`src/rtl/sigrnd_arbiter.sv`:
```
// sigrnd_arbiter - round-robin share of one significand rounder between add/sub (port 0) and mul/div (port 1).
// Optional SIGRND_STATS_EN adds saturating output-transfer and inexact counters.
module sigrnd_arbiter #(
   parameter int TAG_W = 4,
   parameter int CNT_W = 16
) (
   input  logic                  clk,
   input  logic                  rst,
   input  logic [1:0]            req_valid,
   output logic [1:0]            req_ready,
   input  logic [1:0]            req_s,
   input  logic [1:0]            req_db,
   input  logic [1:0][54:0]      req_f1,
   input  logic [1:0][1:0]       req_rm,
   input  logic [1:0][TAG_W-1:0] req_tag,
   output logic                  out_valid,
   input  logic                  out_ready,
   output logic [53:0]           out_f2,
   output logic                  out_inx,
   output logic                  out_id,
   output logic [TAG_W-1:0]      out_tag
`ifdef SIGRND_STATS_EN
   ,
   output logic [CNT_W-1:0]      stat_ops,
   output logic [CNT_W-1:0]      stat_inx
`endif
);

   // Double keeps f1[54:2] (guard f1[1], sticky f1[0]); single keeps f1[54:31]
   // (guard f1[30], sticky |f1[29:0]) and its result is left-aligned by 29 so
   // both formats share the same MSB position in f2. Returns {inexact, f2}.
   function automatic logic [54:0] sigrnd(input logic s, input logic db,
                                          input logic [54:0] f1, input logic [1:0] rm);
      logic [52:0] kept;
      logic        g;
      logic        st;
      logic        inc;
      logic [53:0] sum;
      kept = '0;
      g    = 1'b0;
      st   = 1'b0;
      inc  = 1'b0;
      if (db) begin
         kept = f1[54:2];
         g    = f1[1];
         st   = f1[0];
      end else begin
         kept = {29'b0, f1[54:31]};
         g    = f1[30];
         st   = |f1[29:0];
      end
      case (rm)
         2'b00:   inc = g & (st | kept[0]);
         2'b01:   inc = 1'b0;
         2'b10:   inc = s & (g | st);
         default: inc = ~s & (g | st);
      endcase
      sum = {1'b0, kept} + {53'b0, inc};
      if (!db)
         sum = sum << 29;
      return {g | st, sum};
   endfunction

   logic              s1_valid;
   logic              s1_s;
   logic              s1_db;
   logic [54:0]       s1_f1;
   logic [1:0]        s1_rm;
   logic [TAG_W-1:0]  s1_tag;
   logic              s1_id;
   logic              last;

   logic              s2_load;
   logic              s1_adv;
   logic              s1_open;
   logic [1:0]        grant;
   logic              xfer;
   logic              gid;
   logic [54:0]       rnd;

   always_comb begin
      s2_load = ~out_valid | out_ready;
      s1_adv  = s1_valid & s2_load;
      s1_open = ~s1_valid | s1_adv;
      grant   = 2'b00;
      if (!rst && s1_open) begin
         case (req_valid)
            2'b01:   grant = 2'b01;
            2'b10:   grant = 2'b10;
            2'b11:   grant = last ? 2'b01 : 2'b10;
            default: grant = 2'b00;
         endcase
      end
      xfer      = |grant;
      gid       = grant[1];
      req_ready = grant;
      rnd       = sigrnd(s1_s, s1_db, s1_f1, s1_rm);
   end

   always_ff @(posedge clk) begin
      if (rst) begin
         s1_valid  <= 1'b0;
         s1_s      <= 1'b0;
         s1_db     <= 1'b0;
         s1_f1     <= '0;
         s1_rm     <= '0;
         s1_tag    <= '0;
         s1_id     <= 1'b0;
         last      <= 1'b1;
         out_valid <= 1'b0;
         out_f2    <= '0;
         out_inx   <= 1'b0;
         out_id    <= 1'b0;
         out_tag   <= '0;
      end else begin
         if (s2_load) begin
            out_valid <= s1_valid;
            if (s1_valid) begin
               out_f2  <= rnd[53:0];
               out_inx <= rnd[54];
               out_id  <= s1_id;
               out_tag <= s1_tag;
            end
         end
         // A new grant refills stage 1 in the same cycle it drains.
         if (xfer) begin
            s1_valid <= 1'b1;
            s1_s     <= req_s[gid];
            s1_db    <= req_db[gid];
            s1_f1    <= req_f1[gid];
            s1_rm    <= req_rm[gid];
            s1_tag   <= req_tag[gid];
            s1_id    <= gid;
            last     <= gid;
         end else if (s1_adv) begin
            s1_valid <= 1'b0;
         end
      end
   end

`ifdef SIGRND_STATS_EN
   always_ff @(posedge clk) begin
      if (rst) begin
         stat_ops <= '0;
         stat_inx <= '0;
      end else if (out_valid && out_ready) begin
         if (stat_ops != {CNT_W{1'b1}})
            stat_ops <= stat_ops + 1'b1;
         if (out_inx && stat_inx != {CNT_W{1'b1}})
            stat_inx <= stat_inx + 1'b1;
      end
   end
`endif

endmodule
```
`config.mk`:
```
export PLATFORM = sky130hd
export DESIGN_NAME = sigrnd_arbiter
export DESIGN_NICKNAME = d
export VERILOG_FILES = /design/src/rtl/sigrnd_arbiter.sv
export SDC_FILE = /design/constraint.sdc
export NUM_CORES = 1
export LEC_CHECK = 0
export ABC_CLOCK_PERIOD_IN_PS = 11500
export CAP_MARGIN = 5
export CORE_UTILIZATION = 35
export DETAILED_ROUTE_END_ITERATION = 12
export PLACE_DENSITY = 0.71
export SYNTH_ARGS = -nofsm -noshare
export SYNTH_HDL_FRONTEND = slang
export SYNTH_SLANG_ARGS = --single-unit
```
`constraint.sdc`:
```
create_clock -name clk -period 11.5 [get_ports clk]
set_input_delay 3.45 -clock clk [delete_from_list [all_inputs] [get_ports clk]]
set_output_delay 3.45 -clock clk [all_outputs]
set_load 0.02 [all_outputs]
```
==> results.tsv <==
metric	value	unit
status	finished clean	
max incr delay on CP	0.60	ns
Port Buffer Count	193	
slew at the pin closest to its max-slew limit	1.16	ns
Placed Area	8890	um^2
Area Overhead vs Synth	38.0	%
CTS buffer count	17	
warning count from the yosys run	0	
most common cell in the netlist	nand2_1	
clk_skew	0.0104	ns
Horiz. Die Dim	142	um
H-tree depth	4	
Synth Net Count	1027	
crit share post-route	75.9	%
DRC errors left	0	
n_diodes	0	
power per cell area	131	nW/um^2
Setup violations, final	0	
RSZ-0062 raised after global routing	no	
register bit total from synthesis	127	
most used cell, CP	clkdlybuf4s50_1	
syn avg cell area	7.69	um^2
Gate Count Post-Synth	894	
initial core utilization	36.3	%
clk slew on worst S/H paths	0.05	ns
FP Rows	50	
FILL cells	1869	
async set or reset register ratio after synthesis	0	%
Tot Pwr	1.24	mW
Slew Limit Headroom	22.4	%
CP arrival	5.28	ns
Max FO, Critical Path	5	
top cells by area, synth	dfxtp_1 37%, nand2_1 9.8%, a311oi_1 8.0%, nor2_1 5.7%, xnor2_1 3.8%	
Synth top area share	37.0	%
Worst IR Drop VDD	0.0000946	V
DR WL/cell	19.4	um
maximum clock frequency	115	MHz
clock root buffer master	clkbuf_16	
Final Cell Area	9490	um^2
CP Launch Point	out_ready	
Total Nets Final	1170	
clk buf depth	2	
Fin Setup TNS	0	ns
max-slew violation count	0	
core area	19000	um^2
Post-CTS Setup Bufs	0	
Iteration-0 DRC Markers	652	
Post-synth EDFFs	0	
critical path startpoint category	input pin	
Pre-antenna DRT Iters	5	
Seq/Total Area, Yosys	37.0	%
WL final	25400	um
antenna viol nets, final	0	
Main synth FF type	dfxtp_1	
first-pass GRT wire length	39100	um
Static Leak	3.15	nW
# IOs	194	
antenna violations before repair	0	
Yosys cell types	64	
worst r2r src	s1_db	
Die Footprint	20200	um^2
Slowest cell on crit path	clkdlybuf4s50_1	
Hold WS	0.445	ns
WP data required	8.05	ns
Period minus WS final	8.73	ns
clock latency on the worst-skew pair	0.42	ns
grt ovf	0	
pre-CTS setup slack	2.75	ns
post-synthesis instance area	6880	um^2
Via density	5.68	
largest net degree at the start of global routing	123	
crit path cell chain	clkdlybuf4s50_1, nor2b_1, a21oi_1, nand3_2, inv_2, clkdlybuf4s50_1	
layout cell share with drive strength beyond 1	5.05	%
final hold vios	0	
TritonCTS sink count	127	
Tot GR Track Use	25.5	%
Hold-fix buffers, CTS	0	
crit end category	output port	
vias in the first global route	6770	
vias	7431	
Setup CP Type	in -> out	
hold_sp	out_f2[44]	
post_cts resized	0	
GPL Wtd Cong	0.999	
Worst Hold Class	reg -> reg	
top post-synthesis cells by count	179 x nand2_1, 127 x dfxtp_1, 104 x nor2_1	
Final HPWL DP	18600	um
Max-cap violations	0	
chip height	142	um
Yosys top cell by area	dfxtp_1	
PnR worst setup slack	2.77	ns
CTS tree	built	
-- state kept, by name, summed over array words and instances (netlist names), 2 cells and up --
signal   flops
out_f2      54
out_tag      4
s1_f1       55
s1_rm        2
s1_tag       4
-- metal layers --
metal  global-route usage [%]  wire length (um)
met4                     9.45               685
met3                     4.58              2000
met2                     38.9             11200
met5                        0                 0
met1                     35.7             11500
-- final timing paths --
path                  end  slack [ns]  depth (start not counted)
max          req_ready[0]        2.77                          6
min            out_f2[44]        0.44                          2
max reg2reg    out_f2[51]        6.76                         14
min reg2reg    out_f2[44]        0.44                          2
-- power by group --
part	switching [mW]	internal [mW]
clock network	0.199	0.350
registers	0.0482	0.466
logic	0.0887	0.0905
total	0.336	0.907
-- cell usage in the layout (no fill, tap or decap), types with 5 or more instances in the layout --
cell / Yosys / final
clkdlybuf4s50_1: 0 / 192
dfxtp_1: 127 / 126
mux2i_1: 5 / 5
nand4_1: 20 / 20
nand3_1: 37 / 35
or3_1: 6 / 6
a22o_1: 12 / 12
clkbuf_16: 0 / 17
xor2_1: 14 / 14
nor2_1: 104 / 103
a21oi_1: 22 / 22
a311oi_1: 63 / 63
nor3_1: 20 / 20
xnor2_1: 30 / 30
nor4_1: 16 / 16
a22oi_1: 25 / 25
o31ai_1: 5 / 5
nand2_1: 179 / 179
buf_4: 3 / 11
nand4b_1: 6 / 6
nand3b_1: 17 / 17
inv_1: 8 / 8
and3_1: 8 / 8
o21ai_0: 20 / 20
-- final cells by class --
class | instances | area (um^2) | area share [%]
multi-input cells | 679 | 3990 | 42.0
flip-flops and latches | 127 | 2540 | 26.8
repair buffers | 203 | 2000 | 21.1
clock buffers | 21 | 460 | 4.85
well taps | 260 | 325 | 3.43
clock inverters | 10 | 136 | 1.44
inverters | 9 | 33.8 | 0.356
-- worst max-delay path, delay by kind of cell --
family / cells / cell delay, ns
buf+inv: 3 / 1.17
simple gates: 2 / 0.33
compound gates: 1 / 0.33
-- logic make-up (layout without fill, tap and decap cells) --
| group | after synthesis | after routing | share of synthesized area [%] |
|---|---|---|---|
| flops | 127 | 127 | 37.0 |
| xor+xnor | 44 | 44 | 5.60 |
| simple gates | 434 | 434 | 29.3 |
| compound gates | 193 | 193 | 21.5 |
| buf+inv | 88 | 243 | 5.35 |
| fa+ha+maj | 2 | 2 | 0.364 |
| mux | 6 | 6 | 0.892 |
-- per-stage QoR --
step	std cells	util (%)
3_5_place_dp	1278	46.9
3_3_place_gp	1278	46.9
4_1_cts	1309	50.1
5_1_grt	1309	50.1
2_1_floorplan	894	-
6_report	1309	50.1
(Power assumes the default switching activity.)
